<file path="src/rtl/gf2m_ds_mult_param.sv">
// Digit-serial GF(2^M) multiplier with optional accumulate into the result register.
// The multiplier is consumed MSB digit first; each digit runs a DIGIT-step Horner chain.
module gf2m_ds_mult_param #(
   parameter int DATA_WIDTH = 163,
   parameter int DIGIT      = 8
) (
   input  logic                                                  clk,
   input  logic                                                  rst_n,
   input  logic                                                  start,
   input  logic                                                  mode,
   input  logic [DATA_WIDTH-1:0]                                 a,
   input  logic [DATA_WIDTH-1:0]                                 g,
   input  logic [((DATA_WIDTH + DIGIT - 1) / DIGIT) * DIGIT-1:0] b,
   output logic [DATA_WIDTH-1:0]                                 t_i_j,
   output logic                                                  busy,
   output logic                                                  done
);

   localparam int ITN = (DATA_WIDTH + DIGIT - 1) / DIGIT;
   localparam int BW  = ITN * DIGIT;
   localparam int CW  = (ITN > 1) ? $clog2(ITN) : 1;

   typedef enum logic [1:0] {IDLE, RUN, DONE} state_t;

   state_t                state_reg, state_next;
   logic [CW-1:0]         cnt_reg, cnt_next;
   logic [DATA_WIDTH-1:0] acc_reg, acc_next;
   logic [DATA_WIDTH-1:0] t_reg, t_next;
   logic [DATA_WIDTH-1:0] a_reg, g_reg;
   logic [BW-1:0]         b_reg;
   logic                  mode_reg;
   logic                  accept;
   logic [DIGIT-1:0]      digit;
   logic [DATA_WIDTH-1:0] horner [DIGIT+1];

   // b_reg shifts left once per RUN cycle, so the current digit is always at the top
   assign digit     = b_reg[BW-1 -: DIGIT];
   assign horner[0] = acc_reg;

   for (genvar gi = 0; gi < DIGIT; gi++) begin : g_bit
      logic [DATA_WIDTH-1:0] xt;
      if (DATA_WIDTH == 1) begin : g_w1
         assign xt = horner[gi][0] ? g_reg : '0;
      end else begin : g_wn
         assign xt = {horner[gi][DATA_WIDTH-2:0], 1'b0} ^ (horner[gi][DATA_WIDTH-1] ? g_reg : '0);
      end
      assign horner[gi+1] = xt ^ (digit[DIGIT-1-gi] ? a_reg : '0);
   end

   always_comb begin
      state_next = state_reg;
      cnt_next   = cnt_reg;
      acc_next   = acc_reg;
      t_next     = t_reg;
      accept     = 1'b0;
      case (state_reg)
         IDLE, DONE: begin
            if (start) begin
               accept     = 1'b1;
               state_next = RUN;
               cnt_next   = CW'(ITN - 1);
               acc_next   = '0;
            end else begin
               state_next = IDLE;
            end
         end
         RUN: begin
            acc_next = horner[DIGIT];
            if (cnt_reg == '0) begin
               t_next     = mode_reg ? (horner[DIGIT] ^ t_reg) : horner[DIGIT];
               state_next = DONE;
            end else begin
               cnt_next = cnt_reg - CW'(1);
            end
         end
         default: state_next = IDLE;
      endcase
   end

   always_ff @(posedge clk or negedge rst_n) begin
      if (!rst_n) begin
         state_reg <= IDLE;
         cnt_reg   <= '0;
         acc_reg   <= '0;
         t_reg     <= '0;
         a_reg     <= '0;
         g_reg     <= '0;
         b_reg     <= '0;
         mode_reg  <= 1'b0;
      end else begin
         state_reg <= state_next;
         cnt_reg   <= cnt_next;
         acc_reg   <= acc_next;
         t_reg     <= t_next;
         if (accept) begin
            a_reg    <= a;
            g_reg    <= g;
            b_reg    <= b;
            mode_reg <= mode;
         end else if (state_reg == RUN) begin
            b_reg <= b_reg << DIGIT;
         end
      end
   end

   assign t_i_j = t_reg;
   assign busy  = (state_reg == RUN);
   assign done  = (state_reg == DONE);

endmodule

</file>
<file path="config.mk">
export PLATFORM = sky130hd
export DESIGN_NAME = gf2m_ds_mult_param
export DESIGN_NICKNAME = d
export VERILOG_FILES = /design/src/rtl/gf2m_ds_mult_param.sv
export SDC_FILE = /design/constraint.sdc
export NUM_CORES = 2
export LEC_CHECK = 0
export ABC_CLOCK_PERIOD_IN_PS = 5620
export CAP_MARGIN = 20
export CORE_MARGIN = 4
export CORE_UTILIZATION = 50
export DETAILED_ROUTE_END_ITERATION = 10
export PLACE_DENSITY = 0.71
export SYNTH_ARGS = -nofsm -noshare
export SYNTH_HDL_FRONTEND = slang
export SYNTH_SLANG_ARGS = --single-unit
</file>
<file path="constraint.sdc">
create_clock -name clk -period 5.62 [get_ports clk]
set_input_delay 0.843 -clock clk [delete_from_list [all_inputs] [get_ports clk]]
set_output_delay 0.843 -clock clk [all_outputs]
set_load 0.02 [all_outputs]
</file>
==> summary.txt <==
Top post-synthesis cells by count: nand2_1 (3927), xnor2_1 (2075), dfrtp_1 (828)
Critical Path Max Stage Delay: 0.53 ns
Synth top area share: 0.298
Final TNS setup: 0 ns
Syn Std Cell Area: 0.0695 mm^2
Hold crit path type: in2async
Nature of the critical path endpoint: register
Die height: 381 um
Max-Cap Viols: 0
Final Hold Viols: 0
Critical Path Slowest Stage Cell: dfrtp_1
RSZ-0062 raised after global routing: no
GR Overflow Total: 0
Most common cell in the synthesized netlist: nand2_1
Crit-path max FO: 62
CP Data Arrival Time: 5.67 ns
Routed WL: 224000 um
Gate Count Post-Synth: 9435
Setup violators final: 0
Row cnt: 136
Root buf cell: clkbuf_16
CP Buf/Inv Count: 2
I/O pin count: 663
Area leader, netlist: dfrtp_1
Crit-path most repeated cell: xnor2_1
Worst R2R End: t_i_j[64]$_DFFE_PN0P_
Sink Count: 828
Status: finished clean
Count of input and output buffers: 662
CTS tree: built
Nets@finish: 9896
Die area: 0.145 mm^2
Storage cell area: 0.0208 mm^2
Required time of the worst setup path: 6.20 ns
Placer Congestion: 0.897
Final period utilization: 0.907
Vias: 62.4k
Fin Clk Skew: 0.0590 ns
Mapped Nets: 9935
Yosys Warn Count: 0
Asr flop ratio synth: 1.00
Area contributors post-synth: dfrtp_1 (30%), xnor2_1 (26%), nand2_1 (21%)
# DRC: 0
Die Span X: 381 um
Post-route ant nets: 0
Vias in the first global route: 61.9k
Worst-case clock buffer depth: 3
Overall Global Routing Usage: 0.302
Worst-path cell chain: a21boi_0, or2_2, xnor3_1, nand2_1, xor2_4, buf_4, nand2_1, xnor2_1, or3_4, buf_12, nand3_1, xnor2_1, xnor2_1, nor3_1, a311o_1
Detail Placement HPWL: 152000 um
Seq/Total Area, Yosys: 0.298
Peak Freq: 196 MHz
Vias/cell: 5.53
Fin crit period: 5.10 ns
Multi-input logic area: 0.0455 mm^2
Max Slew Vio Count: 0
Post-CTS sizing: 0
R2r worst-path depth: 15
Largest delay share family, worst path: simple AND/OR/NAND/NOR gates
Core area: 0.138 mm^2
Synth-to-Final Area Change: 14.4%
Initial Utilization: 0.504
Startpoint Class: register
First-pass GRT wire length: 356000 um
Synthesized area per cell: 7.37 um^2
Distinct cells, synth: 51
Largest net degree at the start of global routing: 242
CTS Hold Bufs: 0
Layout cell share with drive strength beyond 1: 0.0317
Slew HR: 0.194
Fillers: 12.5k
Clock transition at path regs: 0.06 ns
DRT Pass-1 Iters: 5
Crit path kind: reg2reg
Worst-Skew Late Latency: 0.73 ns
# H-tree levels: 3
Worst Tran Pin Value: 1.21 ns
FF-to-FF Start: a_reg[162]$_DFFE_PN0P_
R2R Setup Slk: 0.52 ns
WL/cell: 19.8 um
Number of enable flip-flop cells after synthesis: 0
CTS buffer count: 97
Yosys reg bits: 828
Most used flip-flop cell after synthesis: dfrtp_1
Max reg flops: 168
Post-CTS setup buffers: 0
Initial antenna violation count: 14
Detailed router's first-iteration violation count: 5858
-- routing by layer --
metal	share of wire	vias to the layer above	GRT usage
li1	-	29300	-
met1	0.42	30100	0.405
met2	0.46	2557	0.479
met3	0.089	412	0.0671
met4	0.034	8	0.107
met5	0.00029	-	0
-- how the worst max path moves through the flow --
stage                                start                     end  slack [ns]  cells after the start
floorplan           b_reg[167]$_DFFE_PN0P_  t_i_j[160]$_DFFE_PN0P_        1.48                     18
global placement    a_reg[162]$_DFFE_PN0P_   t_i_j[92]$_DFFE_PN0P_        0.75                     15
detailed placement  a_reg[162]$_DFFE_PN0P_  t_i_j[101]$_DFFE_PN0P_        0.67                     15
CTS                 a_reg[162]$_DFFE_PN0P_   t_i_j[38]$_DFFE_PN0P_        0.60                     15
global route        a_reg[160]$_DFFE_PN0P_   t_i_j[42]$_DFFE_PN0P_        0.21                     15
finish              a_reg[162]$_DFFE_PN0P_   t_i_j[64]$_DFFE_PN0P_        0.52                     15
-- layout make-up --
class | count | area share
antenna | 10 | 0.000315
multi-input combinational | 7719 | 0.571
tap | 1794 | 0.0282
inverter | 6 | 0.000283
clock buffer | 135 | 0.0355
timing repair buffer | 744 | 0.0955
clock inverter | 40 | 0.00799
sequential | 828 | 0.261
-- logic make-up after synthesis --
group,after synthesis,share of synthesized area
xor gates and xnor gates,2598,0.333
AOI/OAI and AO/OA,672,0.0722
and+or+nand+nor,4443,0.247
buffers and inverters,888,0.0494
muxes,4,0.000612
adders and majority gates,2,0.000360
DFF,828,0.298
-- stage by stage --
| step | worst slack [ns] | instance area [um^2] | utilization | cells | hold WS [ns] |
|---|---|---|---|---|---|
| 4_1_cts | 0.598 | 79500 | 0.577 | 11300 | 0.0921 |
| 5_1_grt | 0.212 | 79600 | 0.577 | 11300 | 0.115 |
| 3_3_place_gp | 0.747 | 76100 | 0.552 | 11100 | 0.485 |
| 3_5_place_dp | 0.670 | 76100 | 0.552 | 11100 | 0.489 |
| 6_report | 0.524 | 79600 | 0.577 | 11300 | 0.121 |
| 2_1_floorplan | 1.48 | 69500 | - | 9435 | 0.452 |
-- layout by cell type (no fill, tap or decap), types with 11 or more instances in the layout --
| master | Yosys | final |
|---|---|---|
| nand2_1 | 3927 | 3927 |
| a21oi_1 | 11 | 11 |
| dfrtp_1 | 828 | 818 |
| xnor2_1 | 2075 | 2074 |
| bufinv_16 | 0 | 12 |
| clkbuf_16 | 0 | 98 |
| nor2_1 | 172 | 171 |
| xor2_1 | 485 | 485 |
| xnor2_2 | 24 | 24 |
| buf_12 | 0 | 28 |
| clkdlybuf4s50_1 | 0 | 661 |
| o2bb2ai_1 | 154 | 154 |
| a311o_1 | 154 | 154 |
| clkbuf_8 | 0 | 23 |
| buf_4 | 10 | 54 |
| nand3_1 | 168 | 168 |
| o21ai_0 | 159 | 159 |
| nor3_1 | 156 | 156 |
| a31oi_1 | 160 | 160 |
| clkbuf_1 | 694 | 14 |
Power is left out: the tool's default activity adds up to more than one toggle a clock period on the data nets, which glitch-free logic cannot reach.
